File: config.mk
export PLATFORM = sky130hd
export DESIGN_NAME = adsr_envelope_gain
export DESIGN_NICKNAME = d
export VERILOG_FILES = /design/src/rtl/synth_pkg.sv /design/src/rtl/env_gain_pipe.sv /design/src/rtl/adsr_envelope_gain.sv
export SDC_FILE = /design/constraint.sdc
export NUM_CORES = 1
export LEC_CHECK = 0
export CORE_ASPECT_RATIO = 0.7
export CORE_MARGIN = 4
export CORE_UTILIZATION = 55
export DETAILED_ROUTE_END_ITERATION = 8
export PLACE_DENSITY = 0.79
export SYNTH_ARGS = -nofsm -noshare
export SYNTH_HDL_FRONTEND = slang
export SYNTH_HIERARCHICAL = 1
export SYNTH_SLANG_ARGS = --single-unit
File: constraint.sdc
create_clock -name mclk -period 5.85 [get_ports mclk]
set_input_delay 1.755 -clock mclk [delete_from_list [all_inputs] [get_ports mclk]]
set_output_delay 1.755 -clock mclk [all_outputs]
set_load 0.005 [all_outputs]
File: src/rtl/synth_pkg.sv
`default_nettype none
// ============================================================================
//  Module   : synth_pkg
//  Purpose  : Types and constants shared by the voice datapath (sample
//             player, envelope/gain stage, mixer).
//  Contents : env_state_t - ADSR state encoding (3 bits)
//             ENV_MAX     - full-scale envelope level
//             sample_t    - 16-bit signed audio sample
//  Revision : 1.0 - initial release
// ============================================================================
package synth_pkg;

    typedef enum logic [2:0] {
        IDLE    = 3'd0,
        ATTACK  = 3'd1,
        DECAY   = 3'd2,
        SUSTAIN = 3'd3,
        RELEASE = 3'd4
    } env_state_t;

    localparam logic [15:0] ENV_MAX = 16'hFFFF;

    typedef logic signed [15:0] sample_t;

endpackage
`default_nettype wire

File: src/rtl/env_gain_pipe.sv
`default_nettype none
// ============================================================================
//  Module   : env_gain_pipe
//  Purpose  : Three-register gain pipeline. Captures a sample and an envelope
//             level on the capture strobe, multiplies them on the next edge
//             and registers the scaled result with a one-cycle valid pulse
//             on the edge after that.
//  Ports    : clk, rst         - clock, synchronous active-high reset
//             i_capture        - capture strobe (one cycle per sample period)
//             i_sample         - signed input sample
//             i_sample_valid   - when low the captured sample is forced to 0
//             i_level          - unsigned envelope level (0x0000..0xFFFF)
//             o_sample         - signed (sample * level) >>> 16
//             o_valid          - one-cycle pulse, 2 clocks after capture
//  Revision : 1.0 - initial release
// ============================================================================
module env_gain_pipe
    import synth_pkg::*;
(
    input  logic        clk,
    input  logic        rst,
    input  logic        i_capture,
    input  sample_t     i_sample,
    input  logic        i_sample_valid,
    input  logic [15:0] i_level,
    output sample_t     o_sample,
    output logic        o_valid
);

    sample_t            r_s1_sample;
    logic [15:0]        r_s1_level;
    logic               r_s1_vld;
    sample_t            r_s2_scaled;
    logic               r_s2_vld;
    sample_t            r_out;
    logic               r_out_vld;

    // Signed 16 x unsigned 16 has magnitude below 2^31, so a 32-bit signed
    // product is exact; the level is zero-extended to keep it non-negative.
    logic signed [31:0] w_prod;
    logic               w_unused_prod;

    assign w_prod        = $signed({{16{r_s1_sample[15]}}, r_s1_sample})
                         * $signed({16'd0, r_s1_level});
    // Bits below the binary point are dropped by the floor shift.
    assign w_unused_prod = ^w_prod[15:0];

    always_ff @(posedge clk) begin
        if (rst) begin
            r_s1_sample <= '0;
            r_s1_level  <= '0;
            r_s1_vld    <= 1'b0;
            r_s2_scaled <= '0;
            r_s2_vld    <= 1'b0;
            r_out       <= '0;
            r_out_vld   <= 1'b0;
        end else begin
            r_s1_vld <= i_capture;
            if (i_capture) begin
                r_s1_sample <= i_sample_valid ? i_sample : sample_t'(0);
                r_s1_level  <= i_level;
            end
            // Taking bits [31:16] is the arithmetic >>> 16 (floor).
            r_s2_vld    <= r_s1_vld;
            r_s2_scaled <= w_prod[31:16];
            r_out_vld   <= r_s2_vld;
            if (r_s2_vld) begin
                r_out <= r_s2_scaled;
            end
        end
    end

    assign o_sample = r_out;
    assign o_valid  = r_out_vld;

endmodule
`default_nettype wire

File: src/rtl/adsr_envelope_gain.sv
`default_nettype none
// ============================================================================
//  Module   : adsr_envelope_gain
//  Purpose  : Per-voice ADSR amplitude envelope and gain stage. Updates a
//             16-bit envelope once per audio sample period and scales the
//             player sample by it, emitting one sample per period.
//  Ports    : mclk, rst        - master clock, synchronous active-high reset
//             gate             - note on (1) / note off (0), sampled at ticks
//             attack_step      - level increment per tick in ATTACK
//             decay_step       - level decrement per tick in DECAY
//             sustain_level    - SUSTAIN level (tracked live)
//             release_step     - level decrement per tick in RELEASE
//             sample_in(_valid)- signed player sample and its qualifier
//             sample_out(_valid)- scaled sample, one pulse per period
//             env_level        - current envelope level
//             env_state        - current state (IDLE..RELEASE)
//             busy             - env_state != IDLE
//  Revision : 1.0 - initial release
// ============================================================================
module adsr_envelope_gain
    import synth_pkg::*;
#(
    parameter int MCLK_PER_SAMPLE = 256,
    parameter int LEVEL_BITS      = 16
) (
    input  logic                  mclk,
    input  logic                  rst,
    input  logic                  gate,
    input  logic [LEVEL_BITS-1:0] attack_step,
    input  logic [LEVEL_BITS-1:0] decay_step,
    input  logic [LEVEL_BITS-1:0] sustain_level,
    input  logic [LEVEL_BITS-1:0] release_step,
    input  sample_t               sample_in,
    input  logic                  sample_in_valid,
    output sample_t               sample_out,
    output logic                  sample_out_valid,
    output logic [LEVEL_BITS-1:0] env_level,
    output logic [2:0]            env_state,
    output logic                  busy
);

    localparam int                CNT_W    = $clog2(MCLK_PER_SAMPLE);
    localparam logic [CNT_W-1:0]  CNT_LAST = CNT_W'(MCLK_PER_SAMPLE - 1);

    logic [CNT_W-1:0] r_div;
    logic             w_tick;
    logic             r_gate_prev;
    logic             w_rise;
    logic             w_fall;
    env_state_t       r_state;
    env_state_t       w_state_nxt;
    logic [15:0]      r_level;
    logic [15:0]      w_level_nxt;
    logic [16:0]      w_att_sum;
    logic [16:0]      w_dec_diff;

    assign w_tick = (r_div == CNT_LAST);
    assign w_rise = gate & ~r_gate_prev;
    assign w_fall = ~gate & r_gate_prev;

    // 17-bit arithmetic: bit 16 flags attack overflow / decay underflow.
    assign w_att_sum  = {1'b0, r_level} + {1'b0, attack_step};
    assign w_dec_diff = {1'b0, r_level} - {1'b0, decay_step};

    always_ff @(posedge mclk) begin
        if (rst) begin
            r_div       <= '0;
            r_gate_prev <= 1'b0;
            r_state     <= IDLE;
            r_level     <= '0;
        end else begin
            r_div <= w_tick ? '0 : r_div + CNT_W'(1);
            if (w_tick) begin
                r_gate_prev <= gate;
                r_state     <= w_state_nxt;
                r_level     <= w_level_nxt;
            end
        end
    end

    // Gate edges only move the state; the level is kept so a retrigger
    // ramps from wherever the envelope currently is (no click).
    always_comb begin
        w_state_nxt = r_state;
        w_level_nxt = r_level;
        if (w_rise) begin
            w_state_nxt = ATTACK;
        end else if (w_fall && (r_state == ATTACK || r_state == DECAY ||
                                r_state == SUSTAIN)) begin
            w_state_nxt = RELEASE;
        end else begin
            case (r_state)
                ATTACK: begin
                    if (w_att_sum[16] || (w_att_sum[15:0] == ENV_MAX)) begin
                        w_level_nxt = ENV_MAX;
                        w_state_nxt = DECAY;
                    end else begin
                        w_level_nxt = w_att_sum[15:0];
                    end
                end
                DECAY: begin
                    if (w_dec_diff[16] || (w_dec_diff[15:0] <= sustain_level)) begin
                        w_level_nxt = sustain_level;
                        w_state_nxt = SUSTAIN;
                    end else begin
                        w_level_nxt = w_dec_diff[15:0];
                    end
                end
                SUSTAIN: begin
                    w_level_nxt = sustain_level;
                end
                RELEASE: begin
                    if (r_level > release_step) begin
                        w_level_nxt = r_level - release_step;
                    end else begin
                        w_level_nxt = '0;
                        w_state_nxt = IDLE;
                    end
                end
                default: begin
                    w_level_nxt = '0;
                    w_state_nxt = IDLE;
                end
            endcase
        end
    end

    // The pipe captures the pre-update level on the same tick edge.
    env_gain_pipe u_gain_pipe (
        .clk            (mclk),
        .rst            (rst),
        .i_capture      (w_tick),
        .i_sample       (sample_in),
        .i_sample_valid (sample_in_valid),
        .i_level        (r_level),
        .o_sample       (sample_out),
        .o_valid        (sample_out_valid)
    );

    assign env_level = r_level;
    assign env_state = r_state;
    assign busy      = (r_state != IDLE);

endmodule
`default_nettype wire

Word-level counts from Yosys, hierarchy flattened
Cells that the tools add are included.
{"block": "totals", "wordCells": 54, "register_bits": 95}
{"block": "op_classes", "bitwise": 6, "eq_ne": 10, "magnitude_cmp": 2, "addsub": 4, "reduce_logical": 9, "muxes": 11, "multipliers": 1}
{"operator": "$mux 16", "n": 4}
{"operator": "$pmux 16 s4", "n": 1}
{"operator": "$mul 16x17->32", "n": 1}
{"operator": "$add 16x16->17", "n": 1}
{"operator": "$sub 16x16->17", "n": 1}
{"operator": "$eq 16x16->1 const B", "n": 1}
{"operator": "$gt 16x16->1", "n": 1}
{"operator": "$le 16x16->1", "n": 1}
{"operator": "$sub 16x16->16", "n": 1}
{"operator": "$mux 3", "n": 5}
{"operator": "$pmux 3 s4", "n": 1}
{"operator": "$add 8x1->8 const B", "n": 1}
{"operator": "$eq 8x8->1 const B", "n": 1}
{"operator": "$ne 4x2->1 const B", "n": 2}
{"operator": "$eq 3x2->1 const B", "n": 2}
{"operator": "$reduce_and 5->1", "n": 1}
{"operator": "$logic_or 1x1->1", "n": 4}
{"operator": "$ne 4x4->1 const B", "n": 1}
{"operator": "$not 1->1", "n": 4}
{"operator": "$eq 3x1->1 const B", "n": 1}
{"operator": "$eq 3x3->1 const B", "n": 1}
{"operator": "$ne 3x2->1 const B", "n": 1}
{"operator": "$reduce_and 3->1", "n": 1}
{"operator": "$reduce_bool 3->1", "n": 1}
{"operator": "3 further kinds", "n": 4}

Depth between registers and ports, before layout
{"block": "logic_depth", "word_depth": 7, "mapped_depth": 24, "mapped_depth_nobuf": 22}

By module
Netlist, hierarchy kept.
{"module": "env_gain_pipe", "n_inst": 1, "area_each_um2": 10899.2, "seq_area_each_um2": 1341.3, "cells_each": 1224}
{"module": "adsr_envelope_gain", "n_inst": 1, "area_each_um2": 4424.2, "seq_area_each_um2": 560.5, "cells_each": 608}

Worst setup path before layout
OpenSTA, ideal clock, no wires.
{"block": "synth_path", "path_type": "reg-to-reg", "from": "reg u_gain_pipe.r_s1_sample[1]", "to": "reg u_gain_pipe.r_s2_scaled[10]", "setup_slack_ps": 93, "required_ps": 5729, "arrival_ps": 5636, "setup_ps": 121, "stages_incl_launch_ff": 20, "path_buffers": 1, "cell_sequence": "dfxtp_1 -> clkbuf_1 -> nand2_1 -> fa_1 -> fa_1 -> fa_1 -> fa_1 -> inv_1 -> fa_1 -> inv_1 -> fa_1 -> inv_1 -> ha_1 -> and4_1 -> nand3_1 -> nand3b_4 -> a2111oi_4 -> nor2_1 -> o21ai_1 -> mux2_2"}
{"block": "synth_between", "elab_chain_cells": 1}
{"item": "from (decl)", "line_no": "env_gain_pipe.sv:30", "source": "sample_t r_s1_sample;"}
{"item": "from (signal assigned)", "line_no": "env_gain_pipe.sv:60", "source": "r_s1_sample <= i_sample_valid ? i_sample : sample_t'(0);"}
{"item": "$mul 16x17->32", "line_no": "env_gain_pipe.sv:44", "source": "* $signed({16'd0, r_s1_level});"}
{"item": "to (signal assigned)", "line_no": "env_gain_pipe.sv:65", "source": "r_s2_scaled <= w_prod[31:16];"}
{"item": "to (decl)", "line_no": "env_gain_pipe.sv:33", "source": "sample_t r_s2_scaled;"}
No other way between the ends.
A chain may end at the register's enable or synchronous reset.

Worst setup path in the final report
{"block": "layout_path", "from": "reg u_gain_pipe.r_s1_level[5]", "to": "reg u_gain_pipe.r_s2_scaled[9]"}
{"block": "layout_between", "elab_chain_cells": 1}
{"item": "from (decl)", "line_no": "env_gain_pipe.sv:31", "source": "logic [15:0] r_s1_level;"}
{"item": "from (signal assigned)", "line_no": "env_gain_pipe.sv:61", "source": "r_s1_level <= i_level;"}
{"item": "$mul 16x17->32", "line_no": "env_gain_pipe.sv:44"}
No other way between the ends.

==> results.cfg <==
[run_status]
status = completed

[finish]
layout.cells.non_filler = 2387
nets = 2477
multiInputGateArea_um2 = 12160
final-seq-area_um2 = 1946
final_cell_area_um2 = 18210
antennaDiodeCount = 0
fillers = 2189
synthToLayoutAreaGrowth_pct = 18.85
layout-drive-gt1-share_pct = 10.03
post-route-util_pct = 67.23

[global_route]
grt_max_degree = 48
antenna_found_initial = 0
grt_pass1_vias = 13470
track_usage_pct = 29.84
grt_pass1_wl_mm = 72.97
gr-total-overflow = 0

[sta]
hold_viol = 0
min_period_ns = 5.705
finalCritPeriodShare_pct = 97.52
tns_ns = 0
finalSetupViolations = 0
fmax_ghz = 0.1753
drv_slew = 0
slew_headroom_pct = 18.77
finClkSkew_ns = 0.01929
worst_pin_slew_ns = 1.218

[drt]
wl_met1_mm = 20.95
vias = 13740
drt_iter0_drc = 1378
drtPass1Iterations = 7
drtAntennaViolNets = 0
met2_length_mm = 19.32
routed-wl-met3_mm = 5.914
post_drt_wl_per_cell_um = 19.66
drc_errors = 0
wirelength_mm = 46.92
top_layer_used = met4
vias_per_cell = 5.757

[power_and_ir_drop]
p_leak_nw = 8.846
swShare_pct = 25.65
pwr-share-comb_pct = 14.0
p_clk_share_pct = 43.8
intPower_mw = 1.137
ir_drop_mv = 0.1253
power.net_switching_mw = 0.3924
pwr_density_cell_nw_per_um2 = 84.00
p_seq_share_pct = 42.2

[clock_tree]
cts_root_buffer = clkbuf_16
insertion_delay_ns = 0.37
clk_pin_slew_ns = 0.08
cts_inserted_buffers = 9
clock_sink_count = 95
cts_tree = yes
clock_path_buffers = 2
htreeDepth = 3

[placed_design]
io_buffers = 120
dp_hpwl_mm = 38.97
dpl-instance-area_um2 = 17650
dp.cells = 2368
gp_congestion = 0.9803

[setup_path]
reg2reg_from = u_gain_pipe/r_s1_level[5]$_SDFFE_PP0P_
critical-path-top-delay-family = adder cells
r2r_cells = 21
path_common_cell = fa_1
regToRegEndpoint = u_gain_pipe/r_s2_scaled[9]$_SDFF_PP0_
r2r_slack_ns = 0.15
critPathLaunchType = flop
critPathRequiredTime_ns = 6.08
timing.critical_path.to = u_gain_pipe/r_s2_scaled[9]$_SDFF_PP0_
crit_path_end_kind = flop
setup.worst_path.start = u_gain_pipe/r_s1_level[5]$_SDFFE_PP0P_
critical_path.max_fanout = 6
critical_path_depth = 21
crit_path_cell_trace = buf_12 > buf_4 > and2_1 > fa_1 > inv_1 > fa_1 > inv_1 > fa_1 > fa_2 > fa_1 > inv_1 > fa_1 > inv_1 > ha_1 > nand2_1 > a2111oi_4 > nor3_2 > buf_4 > o31ai_4 > xnor2_1 > nor2_1
crit_slowest_cell = fa_1
slowest_delay_ns = 0.54
critPathArrivalTime_ns = 5.93
critPathKind = flop to flop
crit_buf_inv = 7

[synth]
ys_ff_latch = 95
synth_edf_count = 0
yosys.cell_count.top_type = inv_1
ys_seq_area_share_pct = 12.41
synthesis.area_um2 = 15320
syn_nets = 2291
synth_cell_type_count = 74
synth_area_leaders = fa_1 26%, ha_1 15%, dfxtp_1 12%
avgSynthCellArea_um2 = 8.364
async_flop_share_pct = 0
synth_top_area_share_pct = 25.61
synth_cells = 1832
ys.flop_type = dfxtp_1
synth_common_cells = 303 x inv_1, 196 x fa_1, 183 x nand2_1
yosys.area.top_type = fa_1
synth_warnings = 6

[flow_run]
maxCapViolations = 0

[floorplanning]
fp.coreArea_um2 = 27090
die_h_um = 147.7
io_pins = 121
core.rowCount = 50
die_area_um2 = 30640
die_w_um = 207.5
initial_core_util_pct = 56.57

[min_path]
hold_class = flop to flop
layout make-up:
cell class / instances / share of cell area [%]
Clock buffer: 10 / 1.312
Clock inverter: 6 / 0.5015
Tap cell: 364 / 2.501
Inverter: 304 / 6.266
Sequential cell: 95 / 10.68
Timing Repair Buffer: 244 / 11.99
Multi-Input combinational cell: 1364 / 66.75
layer usage:
layer	GRT usage (%)	vias up
met5	0	-
met4	5.253	0
met3	10.29	58
met2	42.99	726
met1	44.07	6619
li1	-	6339
worst min-delay path by stage:
stage / end / start / depth (start not counted) / slack [ns]
finish: u_gain_pipe/r_s2_vld$_SDFF_PP0_ / u_gain_pipe/r_s1_vld$_SDFF_PP0_ / 1 / 0.46
global placement: u_gain_pipe/r_s2_vld$_SDFF_PP0_ / u_gain_pipe/r_s1_vld$_SDFF_PP0_ / 1 / 0.43
floorplan: u_gain_pipe/r_s2_vld$_SDFF_PP0_ / u_gain_pipe/r_s1_vld$_SDFF_PP0_ / 1 / 0.41
CTS: u_gain_pipe/r_s2_vld$_SDFF_PP0_ / u_gain_pipe/r_s1_vld$_SDFF_PP0_ / 1 / 0.46
detailed placement: u_gain_pipe/r_s2_vld$_SDFF_PP0_ / u_gain_pipe/r_s1_vld$_SDFF_PP0_ / 1 / 0.43
global route: u_gain_pipe/r_s2_vld$_SDFF_PP0_ / u_gain_pipe/r_s1_vld$_SDFF_PP0_ / 1 / 0.49
flip-flops by register name, summed over array words and instances (netlist names):
| name | flops |
|---|---|
| env_level | 16 |
| env_state | 3 |
| r_div | 8 |
| r_gate_prev | 1 |
| u_gain_pipe/o_sample | 16 |
| u_gain_pipe/o_valid | 1 |
| u_gain_pipe/r_s1_level | 16 |
| u_gain_pipe/r_s1_sample | 16 |
| u_gain_pipe/r_s1_vld | 1 |
| u_gain_pipe/r_s2_scaled | 16 |
| u_gain_pipe/r_s2_vld | 1 |
placed cells by master, fill, tap and decap left out, types with 35 or more instances in the layout:
| master | instances |
|---|---|
| inv_1 | 302 |
| fa_1 | 192 |
| nand2_1 | 183 |
| ha_1 | 175 |
| nor2_1 | 127 |
| and2_1 | 125 |
| clkdlybuf4s50_1 | 119 |
| buf_4 | 116 |
| a21oi_1 | 97 |
| dfxtp_1 | 76 |
| o21ai_0 | 50 |
| mux2i_1 | 43 |
| xnor2_1 | 35 |
logic make-up after synthesis:
family / after synthesis / synth area share, %
DFF: 95 / 12.41
buffers and inverters: 373 / 9.227
AOI/OAI and AO/OA: 317 / 13.73
adders and majority gates: 375 / 40.22
muxes: 46 / 3.029
xor gates and xnor gates: 56 / 3.201
and+or+nand+nor: 570 / 18.18
power groups by stage:
| stage | Combinational (mW) | Sequential [mW] | Clock (mW) |
|---|---|---|---|
| floorplan | 0.100 | 0.664 | 0 |
| global placement | 0.205 | 0.664 | 0 |
| detailed placement | 0.206 | 0.665 | 0 |
| CTS | 0.208 | 0.649 | 0.682 |
| global route | 0.231 | 0.646 | 0.707 |
| finish | 0.214 | 0.646 | 0.669 |
stage by stage:
| stage | hold WS, ns | worst slack (ns) | power [mW] |
|---|---|---|---|
| 2_1_floorplan | 0.4138 | 0.09290 | 0.7644 |
| 3_3_place_gp | 0.4313 | -0.2559 | 0.8690 |
| 3_5_place_dp | 0.4321 | -0.3258 | 0.8705 |
| 4_1_cts | 0.4573 | 0.001839 | 1.539 |
| 5_1_grt | 0.4891 | -0.02407 | 1.584 |
| 6_report | 0.4605 | 0.1450 | 1.530 |
repair_timing:
action / 4_1_cts / 5_1_grt
pin swaps: 0 / 24
endpoints found under the setup margin: 4 / 30
gates resized for setup: 9 / 54
setup buffers: 0 / 3
hold buffers: 0 / 0
(Power assumes the default switching activity.)
